--- src/rtl/pipeline_hazard_ctrl_pkg.sv ---
// Shared encodings and widths for the pipeline stall/flush controller.
// FSM states are 2-bit constants so legacy netlists can decode them directly.
package mips_pipe_pkg;
    localparam logic [1:0] ST_RUN     = 2'd0;
    localparam logic [1:0] ST_MD_WAIT = 2'd1;
    localparam logic [1:0] ST_EXC     = 2'd2;
    localparam int         T_W        = 2;
    localparam int         CNT_W      = 6;
endpackage

--- src/rtl/pipeline_hazard_ctrl_if.sv ---
// Hazard-controller bundle: ID/EX/MEM hazard info and mult/div/exception
// requests in, stall/flush controls out. st_dbg exposes the FSM state.
interface pipeline_hazard_ctrl_if;
    import mips_pipe_pkg::*;

    logic [4:0]     IDrs;
    logic [4:0]     IDrt;
    logic           IDuse_rs;
    logic           IDuse_rt;
    logic [T_W-1:0] IDt_use_rs;
    logic [T_W-1:0] IDt_use_rt;
    logic           EXregwrite;
    logic [4:0]     EXdest;
    logic [T_W-1:0] EXt_new;
    logic           MEMregwrite;
    logic [4:0]     MEMdest;
    logic [T_W-1:0] MEMt_new;
    logic           EXmd_start;
    logic           EXmd_div;
    logic           exc_req;

    logic           PCstall;
    logic           IFIDstall;
    logic           IFIDflush;
    logic           IDEXstall;
    logic           IDEXflush;
    logic           EXMEMflush;
    logic           md_busy;
    logic           md_done;
    logic           md_abort;
    logic           pc_sel_exc;
    logic [1:0]     st_dbg;

    // Levels only, no handshake: every input is sampled every cycle and every
    // output is valid in the same cycle (combinational from state and inputs).
    modport master (
        output IDrs, IDrt, IDuse_rs, IDuse_rt, IDt_use_rs, IDt_use_rt,
        output EXregwrite, EXdest, EXt_new, MEMregwrite, MEMdest, MEMt_new,
        output EXmd_start, EXmd_div, exc_req,
        input  PCstall, IFIDstall, IFIDflush, IDEXstall, IDEXflush, EXMEMflush,
        input  md_busy, md_done, md_abort, pc_sel_exc, st_dbg
    );

    modport slave (
        input  IDrs, IDrt, IDuse_rs, IDuse_rt, IDt_use_rs, IDt_use_rt,
        input  EXregwrite, EXdest, EXt_new, MEMregwrite, MEMdest, MEMt_new,
        input  EXmd_start, EXmd_div, exc_req,
        output PCstall, IFIDstall, IFIDflush, IDEXstall, IDEXflush, EXMEMflush,
        output md_busy, md_done, md_abort, pc_sel_exc, st_dbg
    );
endinterface

--- src/rtl/pipeline_hazard_ctrl_hazard_detect.sv ---
// Combinational read-after-write hazard term: a source is hazardous when a
// producer in EX or MEM will not have its result forwardable in time.
module hazard_detect
    import mips_pipe_pkg::*;
(
    input  logic [4:0]     i_rs,
    input  logic [4:0]     i_rt,
    input  logic           i_use_rs,
    input  logic           i_use_rt,
    input  logic [T_W-1:0] i_t_use_rs,
    input  logic [T_W-1:0] i_t_use_rt,
    input  logic           i_ex_we,
    input  logic [4:0]     i_ex_dest,
    input  logic [T_W-1:0] i_ex_t_new,
    input  logic           i_mem_we,
    input  logic [4:0]     i_mem_dest,
    input  logic [T_W-1:0] i_mem_t_new,
    output logic           o_hazard
);
    logic w_haz_rs;
    logic w_haz_rt;

    // $0 is hardwired zero, so it can never be a true dependency.
    assign w_haz_rs = i_use_rs && (i_rs != 5'd0) &&
                      ((i_ex_we  && (i_ex_dest  == i_rs) && (i_ex_t_new  > i_t_use_rs)) ||
                       (i_mem_we && (i_mem_dest == i_rs) && (i_mem_t_new > i_t_use_rs)));

    assign w_haz_rt = i_use_rt && (i_rt != 5'd0) &&
                      ((i_ex_we  && (i_ex_dest  == i_rt) && (i_ex_t_new  > i_t_use_rt)) ||
                       (i_mem_we && (i_mem_dest == i_rt) && (i_mem_t_new > i_t_use_rt)));

    assign o_hazard = w_haz_rs || w_haz_rt;
endmodule

--- src/rtl/pipeline_hazard_ctrl.sv ---
// Central stall/flush sequencer: load-use hazards, multi-cycle mult/div hold
// and exception/eret front-end flush for the 5-stage pipeline.
module pipeline_hazard_ctrl
    import mips_pipe_pkg::*;
#(
    parameter int MUL_CYCLES = 4,
    parameter int DIV_CYCLES = 32
) (
    input  logic                    clk,
    input  logic                    reset,
    pipeline_hazard_ctrl_if.slave   bus
);
    localparam logic [CNT_W-1:0] MUL_LOAD = CNT_W'(MUL_CYCLES - 2);
    localparam logic [CNT_W-1:0] DIV_LOAD = CNT_W'(DIV_CYCLES - 2);

    logic [1:0]       r_st;
    logic [CNT_W-1:0] r_cnt;
    logic [1:0]       w_st_nxt;
    logic [CNT_W-1:0] w_cnt_nxt;
    logic             w_hazard;
    logic             w_pc_stall, w_ifid_stall, w_ifid_flush, w_idex_stall;
    logic             w_idex_flush, w_exmem_flush, w_md_busy, w_md_done;
    logic             w_md_abort, w_pc_sel_exc;

    hazard_detect u_hazard_detect (
        .i_rs        (bus.IDrs),
        .i_rt        (bus.IDrt),
        .i_use_rs    (bus.IDuse_rs),
        .i_use_rt    (bus.IDuse_rt),
        .i_t_use_rs  (bus.IDt_use_rs),
        .i_t_use_rt  (bus.IDt_use_rt),
        .i_ex_we     (bus.EXregwrite),
        .i_ex_dest   (bus.EXdest),
        .i_ex_t_new  (bus.EXt_new),
        .i_mem_we    (bus.MEMregwrite),
        .i_mem_dest  (bus.MEMdest),
        .i_mem_t_new (bus.MEMt_new),
        .o_hazard    (w_hazard)
    );

    always_comb begin
        w_st_nxt      = r_st;
        w_cnt_nxt     = r_cnt;
        w_pc_stall    = 1'b0;
        w_ifid_stall  = 1'b0;
        w_ifid_flush  = 1'b0;
        w_idex_stall  = 1'b0;
        w_idex_flush  = 1'b0;
        w_exmem_flush = 1'b0;
        w_md_busy     = 1'b0;
        w_md_done     = 1'b0;
        w_md_abort    = 1'b0;
        w_pc_sel_exc  = 1'b0;
        case (r_st)
            ST_RUN: begin
                if (bus.exc_req) begin
                    w_ifid_flush  = 1'b1;
                    w_idex_flush  = 1'b1;
                    w_exmem_flush = 1'b1;
                    w_pc_sel_exc  = 1'b1;
                    w_st_nxt      = ST_EXC;
                end else if (bus.EXmd_start) begin
                    w_pc_stall    = 1'b1;
                    w_ifid_stall  = 1'b1;
                    w_idex_stall  = 1'b1;
                    w_exmem_flush = 1'b1;
                    w_md_busy     = 1'b1;
                    w_cnt_nxt     = bus.EXmd_div ? DIV_LOAD : MUL_LOAD;
                    w_st_nxt      = ST_MD_WAIT;
                end else if (w_hazard) begin
                    w_pc_stall    = 1'b1;
                    w_ifid_stall  = 1'b1;
                    w_idex_flush  = 1'b1;
                end
            end
            ST_MD_WAIT: begin
                if (bus.exc_req) begin
                    w_ifid_flush  = 1'b1;
                    w_idex_flush  = 1'b1;
                    w_exmem_flush = 1'b1;
                    w_pc_sel_exc  = 1'b1;
                    w_md_abort    = 1'b1;
                    w_cnt_nxt     = '0;
                    w_st_nxt      = ST_EXC;
                end else if (r_cnt != '0) begin
                    w_pc_stall    = 1'b1;
                    w_ifid_stall  = 1'b1;
                    w_idex_stall  = 1'b1;
                    w_exmem_flush = 1'b1;
                    w_md_busy     = 1'b1;
                    w_cnt_nxt     = r_cnt - 1'b1;
                end else begin
                    // Last occupancy cycle: release so the next op enters EX.
                    w_md_busy     = 1'b1;
                    w_md_done     = 1'b1;
                    w_st_nxt      = ST_RUN;
                end
            end
            ST_EXC: begin
                w_ifid_flush = 1'b1;
                w_idex_flush = 1'b1;
                w_st_nxt     = ST_RUN;
            end
            default: w_st_nxt = ST_RUN;
        endcase
    end

    always_ff @(posedge clk or negedge reset) begin
        if (!reset) begin
            r_st  <= ST_RUN;
            r_cnt <= '0;
        end else begin
            r_st  <= w_st_nxt;
            r_cnt <= w_cnt_nxt;
        end
    end

    // Outputs are forced low for as long as reset is held.
    assign bus.PCstall    = reset && w_pc_stall;
    assign bus.IFIDstall  = reset && w_ifid_stall;
    assign bus.IFIDflush  = reset && w_ifid_flush;
    assign bus.IDEXstall  = reset && w_idex_stall;
    assign bus.IDEXflush  = reset && w_idex_flush;
    assign bus.EXMEMflush = reset && w_exmem_flush;
    assign bus.md_busy    = reset && w_md_busy;
    assign bus.md_done    = reset && w_md_done;
    assign bus.md_abort   = reset && w_md_abort;
    assign bus.pc_sel_exc = reset && w_pc_sel_exc;
    assign bus.st_dbg     = reset ? r_st : ST_RUN;
endmodule

--- src/flat_wrapper.sv ---
// flat-port wrapper written by rule: the top's interface ports become plain ports
module pipeline_hazard_ctrl_flat import mips_pipe_pkg::*;
#(
    parameter int MUL_CYCLES = 4,
    parameter int DIV_CYCLES = 32
)
  (clk, reset, bus_IDrs, bus_IDrt, bus_IDuse_rs, bus_IDuse_rt, bus_IDt_use_rs, bus_IDt_use_rt, bus_EXregwrite, bus_EXdest, bus_EXt_new, bus_MEMregwrite, bus_MEMdest, bus_MEMt_new, bus_EXmd_start, bus_EXmd_div, bus_exc_req, bus_PCstall, bus_IFIDstall, bus_IFIDflush, bus_IDEXstall, bus_IDEXflush, bus_EXMEMflush, bus_md_busy, bus_md_done, bus_md_abort, bus_pc_sel_exc, bus_st_dbg);
  pipeline_hazard_ctrl_if bus_i ();
  input  logic clk;
  input  logic reset;
  input wire logic [$bits(bus_i.IDrs)-1:0] bus_IDrs;
  input wire logic [$bits(bus_i.IDrt)-1:0] bus_IDrt;
  input wire logic [$bits(bus_i.IDuse_rs)-1:0] bus_IDuse_rs;
  input wire logic [$bits(bus_i.IDuse_rt)-1:0] bus_IDuse_rt;
  input wire logic [$bits(bus_i.IDt_use_rs)-1:0] bus_IDt_use_rs;
  input wire logic [$bits(bus_i.IDt_use_rt)-1:0] bus_IDt_use_rt;
  input wire logic [$bits(bus_i.EXregwrite)-1:0] bus_EXregwrite;
  input wire logic [$bits(bus_i.EXdest)-1:0] bus_EXdest;
  input wire logic [$bits(bus_i.EXt_new)-1:0] bus_EXt_new;
  input wire logic [$bits(bus_i.MEMregwrite)-1:0] bus_MEMregwrite;
  input wire logic [$bits(bus_i.MEMdest)-1:0] bus_MEMdest;
  input wire logic [$bits(bus_i.MEMt_new)-1:0] bus_MEMt_new;
  input wire logic [$bits(bus_i.EXmd_start)-1:0] bus_EXmd_start;
  input wire logic [$bits(bus_i.EXmd_div)-1:0] bus_EXmd_div;
  input wire logic [$bits(bus_i.exc_req)-1:0] bus_exc_req;
  output wire logic [$bits(bus_i.PCstall)-1:0] bus_PCstall;
  output wire logic [$bits(bus_i.IFIDstall)-1:0] bus_IFIDstall;
  output wire logic [$bits(bus_i.IFIDflush)-1:0] bus_IFIDflush;
  output wire logic [$bits(bus_i.IDEXstall)-1:0] bus_IDEXstall;
  output wire logic [$bits(bus_i.IDEXflush)-1:0] bus_IDEXflush;
  output wire logic [$bits(bus_i.EXMEMflush)-1:0] bus_EXMEMflush;
  output wire logic [$bits(bus_i.md_busy)-1:0] bus_md_busy;
  output wire logic [$bits(bus_i.md_done)-1:0] bus_md_done;
  output wire logic [$bits(bus_i.md_abort)-1:0] bus_md_abort;
  output wire logic [$bits(bus_i.pc_sel_exc)-1:0] bus_pc_sel_exc;
  output wire logic [$bits(bus_i.st_dbg)-1:0] bus_st_dbg;
  assign bus_i.IDrs = bus_IDrs;
  assign bus_i.IDrt = bus_IDrt;
  assign bus_i.IDuse_rs = bus_IDuse_rs;
  assign bus_i.IDuse_rt = bus_IDuse_rt;
  assign bus_i.IDt_use_rs = bus_IDt_use_rs;
  assign bus_i.IDt_use_rt = bus_IDt_use_rt;
  assign bus_i.EXregwrite = bus_EXregwrite;
  assign bus_i.EXdest = bus_EXdest;
  assign bus_i.EXt_new = bus_EXt_new;
  assign bus_i.MEMregwrite = bus_MEMregwrite;
  assign bus_i.MEMdest = bus_MEMdest;
  assign bus_i.MEMt_new = bus_MEMt_new;
  assign bus_i.EXmd_start = bus_EXmd_start;
  assign bus_i.EXmd_div = bus_EXmd_div;
  assign bus_i.exc_req = bus_exc_req;
  assign bus_PCstall = bus_i.PCstall;
  assign bus_IFIDstall = bus_i.IFIDstall;
  assign bus_IFIDflush = bus_i.IFIDflush;
  assign bus_IDEXstall = bus_i.IDEXstall;
  assign bus_IDEXflush = bus_i.IDEXflush;
  assign bus_EXMEMflush = bus_i.EXMEMflush;
  assign bus_md_busy = bus_i.md_busy;
  assign bus_md_done = bus_i.md_done;
  assign bus_md_abort = bus_i.md_abort;
  assign bus_pc_sel_exc = bus_i.pc_sel_exc;
  assign bus_st_dbg = bus_i.st_dbg;
  pipeline_hazard_ctrl #(.MUL_CYCLES(MUL_CYCLES), .DIV_CYCLES(DIV_CYCLES)) u_core (.clk(clk), .reset(reset), .bus(bus_i));
endmodule
--- config.mk ---
export PLATFORM = sky130hd
export DESIGN_NAME = pipeline_hazard_ctrl_flat
export DESIGN_NICKNAME = d
export VERILOG_FILES = /design/src/rtl/pipeline_hazard_ctrl_pkg.sv /design/src/rtl/pipeline_hazard_ctrl_if.sv /design/src/rtl/pipeline_hazard_ctrl_hazard_detect.sv /design/src/rtl/pipeline_hazard_ctrl.sv /design/src/flat_wrapper.sv
export SDC_FILE = /design/constraint.sdc
export NUM_CORES = 1
export LEC_CHECK = 0
export ABC_AREA = 1
export CAP_MARGIN = 20
export CORE_ASPECT_RATIO = 0.5
export CORE_MARGIN = 8
export CORE_UTILIZATION = 45
export CTS_BUF_LIST = sky130_fd_sc_hd__clkbuf_4 sky130_fd_sc_hd__clkbuf_8
export DETAILED_ROUTE_END_ITERATION = 10
export MAX_ROUTING_LAYER = met4
export PLACE_DENSITY = 0.83
export SKIP_LAST_GASP = 1
export SLEW_MARGIN = 20
export SYNTH_ARGS = -nofsm -noshare
export SYNTH_HDL_FRONTEND = slang
export SYNTH_SLANG_ARGS = --single-unit
--- constraint.sdc ---
create_clock -name clk -period 3.8 [get_ports clk]
set_input_delay 0.57 -clock clk [delete_from_list [all_inputs] [get_ports clk]]
set_output_delay 0.57 -clock clk [all_outputs]
set_load 0.01 [all_outputs]
==> summary.txt, run 1 <==
Run status
  – Status: finished, final reports clean

Routing
  – DRC Markers: 0
  – Initial DRC count: 27
  – Via density: between 4 and 5
  – ANT nets after route: 0
  – Via count: about 1300
  – WL/cell: 11.3 µm
  – Total iterations of the first detailed-routing run: 4
  – Post-Route WL: 3.28 mm

Timing
  – Worst slew pin tran: 0.346 ns
  – Max-slew headroom: 76.7%
  – Fin crit period: 3.21 ns
  – Max Fclk: 311 MHz
  – RSZ-0062 raised after global routing: no
  – Clock Skews: 0.00314 ns
  – Setup ws final: 0.589 ns
  – Final Max Slew Viols: 0
  – Setup Total Neg Slack: 0 ns
  – Final period util: 84.5%
  – Final number of hold-violating endpoints: 0
  – Setup violations, final: 0

Floorplan
  – Core footprint: between 2000 and 3000 µm²
  – Chip width: 89.4 µm
  – Initial Util: 47.1%
  – Area of the die: 4710 µm²
  – I/O pin cnt: 49
  – FP Rows: 13
  – Chip height: 52.7 µm

Worst setup path
  – Critical R2R Launch: u_core.r_cnt[0]
  – Crit path capture type: primary output
  – Worst path arrival time: 2.64 ns
  – Reg-to-reg endpoint: u_core.r_cnt[0]
  – Crit path required time: 3.23 ns
  – Crit Path Category: primary input to primary output
  – Worst Setup Start Kind: primary input
  – R2r worst-path depth: 8
  – Worst Path Max Fanout: 2
  – FF-to-FF setup slack: 2.39 ns

Final layout
  – Final net count: around 300
  – Number of fillers in the final layout: 244
  – Final cell count without fillers: 291
  – Share of layout cells above drive strength 1: between 6 and 7%
  – FF+latch area: between 200 and 250 µm²
  – Synth-to-layout area growth: 46.9%
  – Fin area: 1780 µm²
  – Ant diodes: 0
  – Multi-input gate area: approximately 840 µm²

Clock tree
  – Clock tree buffer depth: 2
  – Clock slew at reported path FFs: 0.04 ns
  – CTS Buf Count: 3
  – CTS Sinks: 8
  – Post-CTS Setup Bufs: 0
  – Post-CTS Hold Buffers: 0
  – Resized cells post-CTS: 0
  – CTS root buffer: clkbuf_8
  – Worst skew pair latency: 0.23 ns
  – CTS tree: built
  – H-tree depth: 1

Worst hold path
  – Worst hold stages: 2
  – Min-Delay Endpoint: u_core.r_cnt[5]
  – Hold crit path type: register to register
  – Hold Startpoint: u_core.r_cnt[5]

Global route
  – Number of global-route vias before repair: 1378
  – Layer with the highest usage: met2
  – Met3 Use GR: 2.34%
  – Global route total overflow: 0
  – Largest net degree at the start of global routing: 12
  – Grt met2 use: 28.9%
  – GRT Total Usage: 15.4%
  – Met1 usage: 16.7%
  – Global-route wire length before repair: 5.65 mm
  – Initial antenna violation count: 0

Power
  – Clock network power share: 23.7%
  – Sequential power share: 27.3%
  – Logic pwr share: between 40% and 50%
  – P_sw: 163 µW
  – P_leak: 0.972 nW
  – Pwr/cell area: 247 nW/µm²
  – Sw Share: 37.1%
  – Peak VDD IR: 0.146 mV
  – Power Internal: between 200 and 300 µW
  – Pwr Total: 440 µW

Yosys
  – Mean Syn Cell Area: 5.97 µm²
  – Register area share after synthesis: 16.5%
  – Dominant synthesized flop cell: dfrtp_1
  – Number of synthesized flops with an enable pin: 0
  – Syn Inst Count: 203
  – Netlist cell types: 28
  – Net count after synthesis: 250
  – Synthesized flop and latch total: 8
  – Post-Syn Area: ~1200 µm²
  – Async SR Flop Fraction: 100%
  – Yosys warning count: 0

Placement
  – Placed insts: ~290
  – Post-detail-place hpwl: 2.85 mm
  – Placement Cell Area: approximately 1700 µm²
  – Port bufs: 48
  – Routability congestion estimate: ~0.9
  – Place WS: slightly below 0.6 ns

Run
  – Max Cap Viol: 0
-- sequential cells by signal, indices dropped and copies added, names as in the netlist --
register      count
u_core.r_cnt      6
u_core.r_st       2
-- worst max path at each step --
stage	startpoint	end	cells after the start
final	bus_IDt_use_rs[1]	bus_IFIDstall	15
after global routing	bus_IDt_use_rs[1]	bus_PCstall	15
after CTS	bus_IDt_use_rs[1]	bus_IFIDstall	14
after detailed placement	bus_IDt_use_rs[1]	bus_IFIDstall	14
after global placement	bus_IDt_use_rs[1]	bus_IFIDstall	15
after floorplan	bus_IDt_use_rt[1]	bus_PCstall	12
-- worst max-delay path, stage by stage --
cell and delay, ns:
clkdlybuf4s50_1 0.47, inv_1 0.07, ha_1 0.29, nand2_1 0.07, inv_1 0.04, nor2_1 0.09, nand2_1 0.05, nor2_1 0.08
nand2_1 0.06, nand2_1 0.07, nand2_1 0.06, nand2_1 0.07, nand2_1 0.05, nand2_1 0.07, clkdlybuf4s50_1 0.53
-- metrics by stage --
stage          hold slack, ns  util (%)
2_1_floorplan           0.274         -
3_3_place_gp            0.512      67.6
3_5_place_dp            0.528      67.6
4_1_cts                 0.539      69.2
5_1_grt                 0.554      69.2
6_report                0.538      69.2
-- cells in the mapped netlist (2+ instances only) --
library cell	n	share of area, %
inv_1	41	13
nor2_1	22	6.8
nor2_2	2	1.0
o21ai_1	4	1.7
xor2_1	8	5.8
nor2_4	2	1.9
nand3_1	4	1.7
nand4_1	2	1.0
xnor2_1	5	3.6
nand2_1	64	20
dfrtp_1	8	17
inv_2	2	0.62
nor3_1	4	1.7
o21bai_1	3	1.9
o21ai_0	7	2.9
ha_1	10	10
a21oi_1	4	1.7
-- cell usage in the layout, fill, tap and decap left out, types with 2 or more instances in the layout --
cell / Yosys / layout
a21oi_1: 4 / 4
clkbuf_8: 0 / 3
clkdlybuf4s50_1: 0 / 48
dfrtp_1: 8 / 8
ha_1: 10 / 10
inv_1: 41 / 41
inv_2: 2 / 2
nand2_1: 64 / 64
nand3_1: 4 / 4
nand4_1: 2 / 2
nor2_1: 22 / 22
nor2_2: 2 / 2
nor2_4: 2 / 2
nor3_1: 4 / 4
o21ai_0: 7 / 7
o21ai_1: 4 / 4
o21bai_1: 3 / 3
xnor2_1: 5 / 5
xor2_1: 8 / 8
-- power by group through the flow --
stage | logic, mW | clock network [mW] | registers, mW
detailed placement | 0.215 | 0 | 0.121
global placement | 0.210 | 0 | 0.120
floorplan | 0.132 | 0 | 0.117
global route | 0.244 | 0.111 | 0.123
finish | 0.215 | 0.104 | 0.120
CTS | 0.217 | 0.107 | 0.120
-- per-layer routing --
metal / vias up / share of wire, %
li1: 723 / -
met1: 589 / 44
met2: 26 / 53
met3: 4 / 2.0
met4: 0 / 0.88
met5: - / 0
-- final cells by class --
class	count	share of cell area, %
Sequential cell	8	11.3
Clock buffer	3	2.32
Multi-Input combinational cell	150	47.0
Timing Repair Buffer	49	27.4
Tap cell	37	2.60
Inverter	44	9.42
-- kinds of logic (layout without fill, tap and decap cells) --
family	count (synthesis)	count (layout)	synth area share, %
compound gates	22	22	10.6
xor+xnor	13	13	9.40
fa+ha+maj	10	10	10.3
buf+inv	45	96	14.5
flops	8	8	16.5
simple gates	105	105	38.6
Power figures use the tool's default switching activity.
==> inputs of run 2 (changes only) <==
--- a/config.mk
+++ b/config.mk
@@ -9,11 +9,11 @@
 export CAP_MARGIN = 20
 export CORE_ASPECT_RATIO = 0.5
 export CORE_MARGIN = 8
-export CORE_UTILIZATION = 45
+export CORE_UTILIZATION = 40
 export CTS_BUF_LIST = sky130_fd_sc_hd__clkbuf_4 sky130_fd_sc_hd__clkbuf_8
 export DETAILED_ROUTE_END_ITERATION = 10
 export MAX_ROUTING_LAYER = met4
-export PLACE_DENSITY = 0.83
+export PLACE_DENSITY = 0.78
 export SKIP_LAST_GASP = 1
 export SLEW_MARGIN = 20
 export SYNTH_ARGS = -nofsm -noshare
==> constraint.sdc (replaced) <==
create_clock -name clk -period 2.6 [get_ports clk]
set_input_delay 0.39 -clock clk [delete_from_list [all_inputs] [get_ports clk]]
set_output_delay 0.39 -clock clk [all_outputs]
set_load 0.01 [all_outputs]
==> run 2 against run 1 <==
Effect of this change:
- core utilization decreased by 9.2 points
- clock skew increased by 0.0025 ns
- die area increased by 9.4%
- sequential share of layout area increased by 0.072 points
- highest routed layer unchanged
==> summary.txt, run 2 (synthesized netlist as in run 1, its figures left out) <==
Clock tree
  – CTS root buffer: clkbuf_8
  – CTS tree: built
  – Clock slew at reported path FFs: roughly 0.040 ns
  – Post-CTS Hold Buffers: 0
  – Worst skew pair latency: 0.23 ns
  – CTS Sinks: 8
  – CTS Buf Count: 3
  – H-tree depth: 1
  – Clock tree buffer depth: 2

Worst setup path
  – Worst Path Max Fanout: 4
  – Reg-to-reg endpoint: u_core.r_cnt[0]
  – Max incr delay on CP: ~0.59 ns
  – Crit path required time: 2.21 ns
  – Crit Path Category: primary input to primary output
  – Crit-path most repeated cell: clkdlybuf4s50_1
  – FF-to-FF setup slack: approximately 1.2 ns
  – Crit path max-delay cell type: clkdlybuf4s50_1
  – Worst Setup Start Kind: primary input
  – Worst path arrival time: 2.08 ns
  – CP Cell Sequence: clkdlybuf4s50_1 > inv_1 > or2_1 > a311oi_1 > clkdlybuf4s50_1
  – Critical R2R Launch: u_core.r_cnt[0]
  – Crit path capture type: primary output
  – R2r worst-path depth: 8

Placement
  – Port bufs: 48
  – Routability congestion estimate: 0.836
  – Placement Cell Area: 1740 µm²
  – Place WS: -0.269 ns
  – Post-detail-place hpwl: 2.92 mm

Run status
  – Status: finished, final reports clean

Power
  – Sequential power share: 27.2%
  – Logic pwr share: 49.5%
  – P_sw: around 240 µW
  – Sw Share: 37.4%
  – P_leak: 0.976 nW
  – Clock network power share: 23.2%
  – Peak VDD IR: 0.254 mV
  – Pwr/cell area: 362 nW/µm²
  – Power Internal: 401 µW

Global route
  – GRT Total Usage: 13.7%
  – Number of global-route vias before repair: 1334
  – Global route total overflow: 0
  – Largest net degree at the start of global routing: 12
  – Initial antenna violation count: 0
  – Global-route wire length before repair: 5.57 mm

Timing
  – Fin crit period: 2.47 ns
  – Max-slew headroom: 75.8%
  – Setup violations, final: 0
  – Clock Skews: between 0.005 and 0.006 ns
  – Final Max Slew Viols: 0
  – RSZ-0062 raised after global routing: no
  – Final number of hold-violating endpoints: 0
  – Worst slew pin tran: 0.359 ns
  – Max Fclk: 405 MHz
  – Setup ws final: between 0.1 and 0.15 ns
  – Final period util: around 95%

Final layout
  – Leading cell types in the layout, fill and taps excluded: 64 x nand2_1, 45 x clkdlybuf4s50_1, 41 x inv_1
  – Share of layout cells above drive strength 1: 7.48%
  – Fin area: ~1800 µm²
  – Ant diodes: 0
  – Synth-to-layout area growth: 46.0%
  – Final net count: 303
  – Largest registers: u_core.r_cnt x6, u_core.r_st x2
  – Number of fillers in the final layout: 293
  – Largest reg by FF count: u_core.r_cnt
  – Max reg flops: 6
  – Most common cell after layout, fill and taps aside: nand2_1

Routing
  – WL/cell: 11.4 µm
  – ANT nets after route: 0
  – Via count: 1339
  – Via density: 4.55
  – Total iterations of the first detailed-routing run: 4
  – Post-Route WL: approximately 3.4 mm
  – Initial DRC count: 51
  – DRC Markers: 0

Floorplan
  – FP Rows: 14
  – Core footprint: roughly 2900 µm²
  – Initial Util: 41.2%
  – Chip height: 54.9 µm
  – I/O pin cnt: between 40 and 50
  – Area of the die: 5150 µm²
  – Chip width: 93.8 µm

Worst hold path
  – Hold crit path type: primary input to asynchronous set/reset pin

Run
  – Max Cap Viol: 0
## run 2: cell types whose count changed in the layout (fill, tap and decap cells not counted)
cell             before  now
buf_2                 0    1
clkbuf_2              0    2
clkdlybuf4s50_1      48   45
a21boi_0              1    0
a21boi_1              0    1
## run 2: worst max-delay path by stage
stage,start,end,slack (ns),depth (start not counted)
after floorplan,bus_IDt_use_rt[1],bus_PCstall,0.72,12
after global placement,bus_IDt_use_rt[1],bus_PCstall,-0.21,13
after detailed placement,bus_IDt_use_rt[1],bus_PCstall,-0.27,13
after CTS,bus_IDt_use_rt[1],bus_PCstall,0.03,14
after global routing,bus_IDt_use_rs[1],bus_PCstall,0.002,15
final,reset,bus_EXMEMflush,0.13,5
## run 2: through the flow
stage	setup TNS, ns	total power [mW]	utilization [%]	instances	hold slack [ns]
after floorplan	0	0.364	-	203	0.0944
after global placement	-0.612	0.485	59.2	291	0.508
after detailed placement	-0.769	0.495	59.2	291	0.516
after CTS	0	0.646	60.5	294	0.502
after global routing	0	0.691	60.1	294	0.510
final	0	0.641	60.1	294	0.494
## run 2: power groups by stage
| stage | Combinational [mW] | Clock (mW) | Sequential [mW] |
|---|---|---|---|
| finish | 0.317 | 0.149 | 0.175 |
| CTS | 0.320 | 0.151 | 0.175 |
| floorplan | 0.192 | 0 | 0.172 |
| global route | 0.353 | 0.160 | 0.179 |
| global placement | 0.309 | 0 | 0.176 |
| detailed placement | 0.318 | 0 | 0.177 |
## run 2: layout make-up
type | instances | area [µm²] | share of cell area, %
clock buffers | 3 | 41.3 | 2.34
repair buffers | 49 | 473 | 26.8
inverters | 44 | 168 | 9.48
multi-input cells | 150 | 836 | 47.3
flip-flops and latches | 8 | 200 | 11.3
well taps | 40 | 50.0 | 2.83
## run 2: layer usage
layer / part of all wire [%] / vias to the layer above / global-route usage (%)
met5: 0 / - / -
met4: 1.3 / 0 / 3.90
met3: 3.5 / 4 / 2.15
met2: 50 / 31 / 26.0
met1: 46 / 584 / 14.9
li1: - / 720 / -
## run 2: worst max-delay path: cells and delay by family
kind | cells | cell delay [ns]
compound gates | 1 | 0.27
buf+inv | 3 | 1.17
simple gates | 1 | 0.25
## run 2: repair_timing
item / CTS / global route
buffers inserted: 0 / 0
pin swaps: 0 / 1
setup endpoints to repair: 3 / 3
resized for setup: 4 / 7
endpoints found under the hold margin: 0 / 0
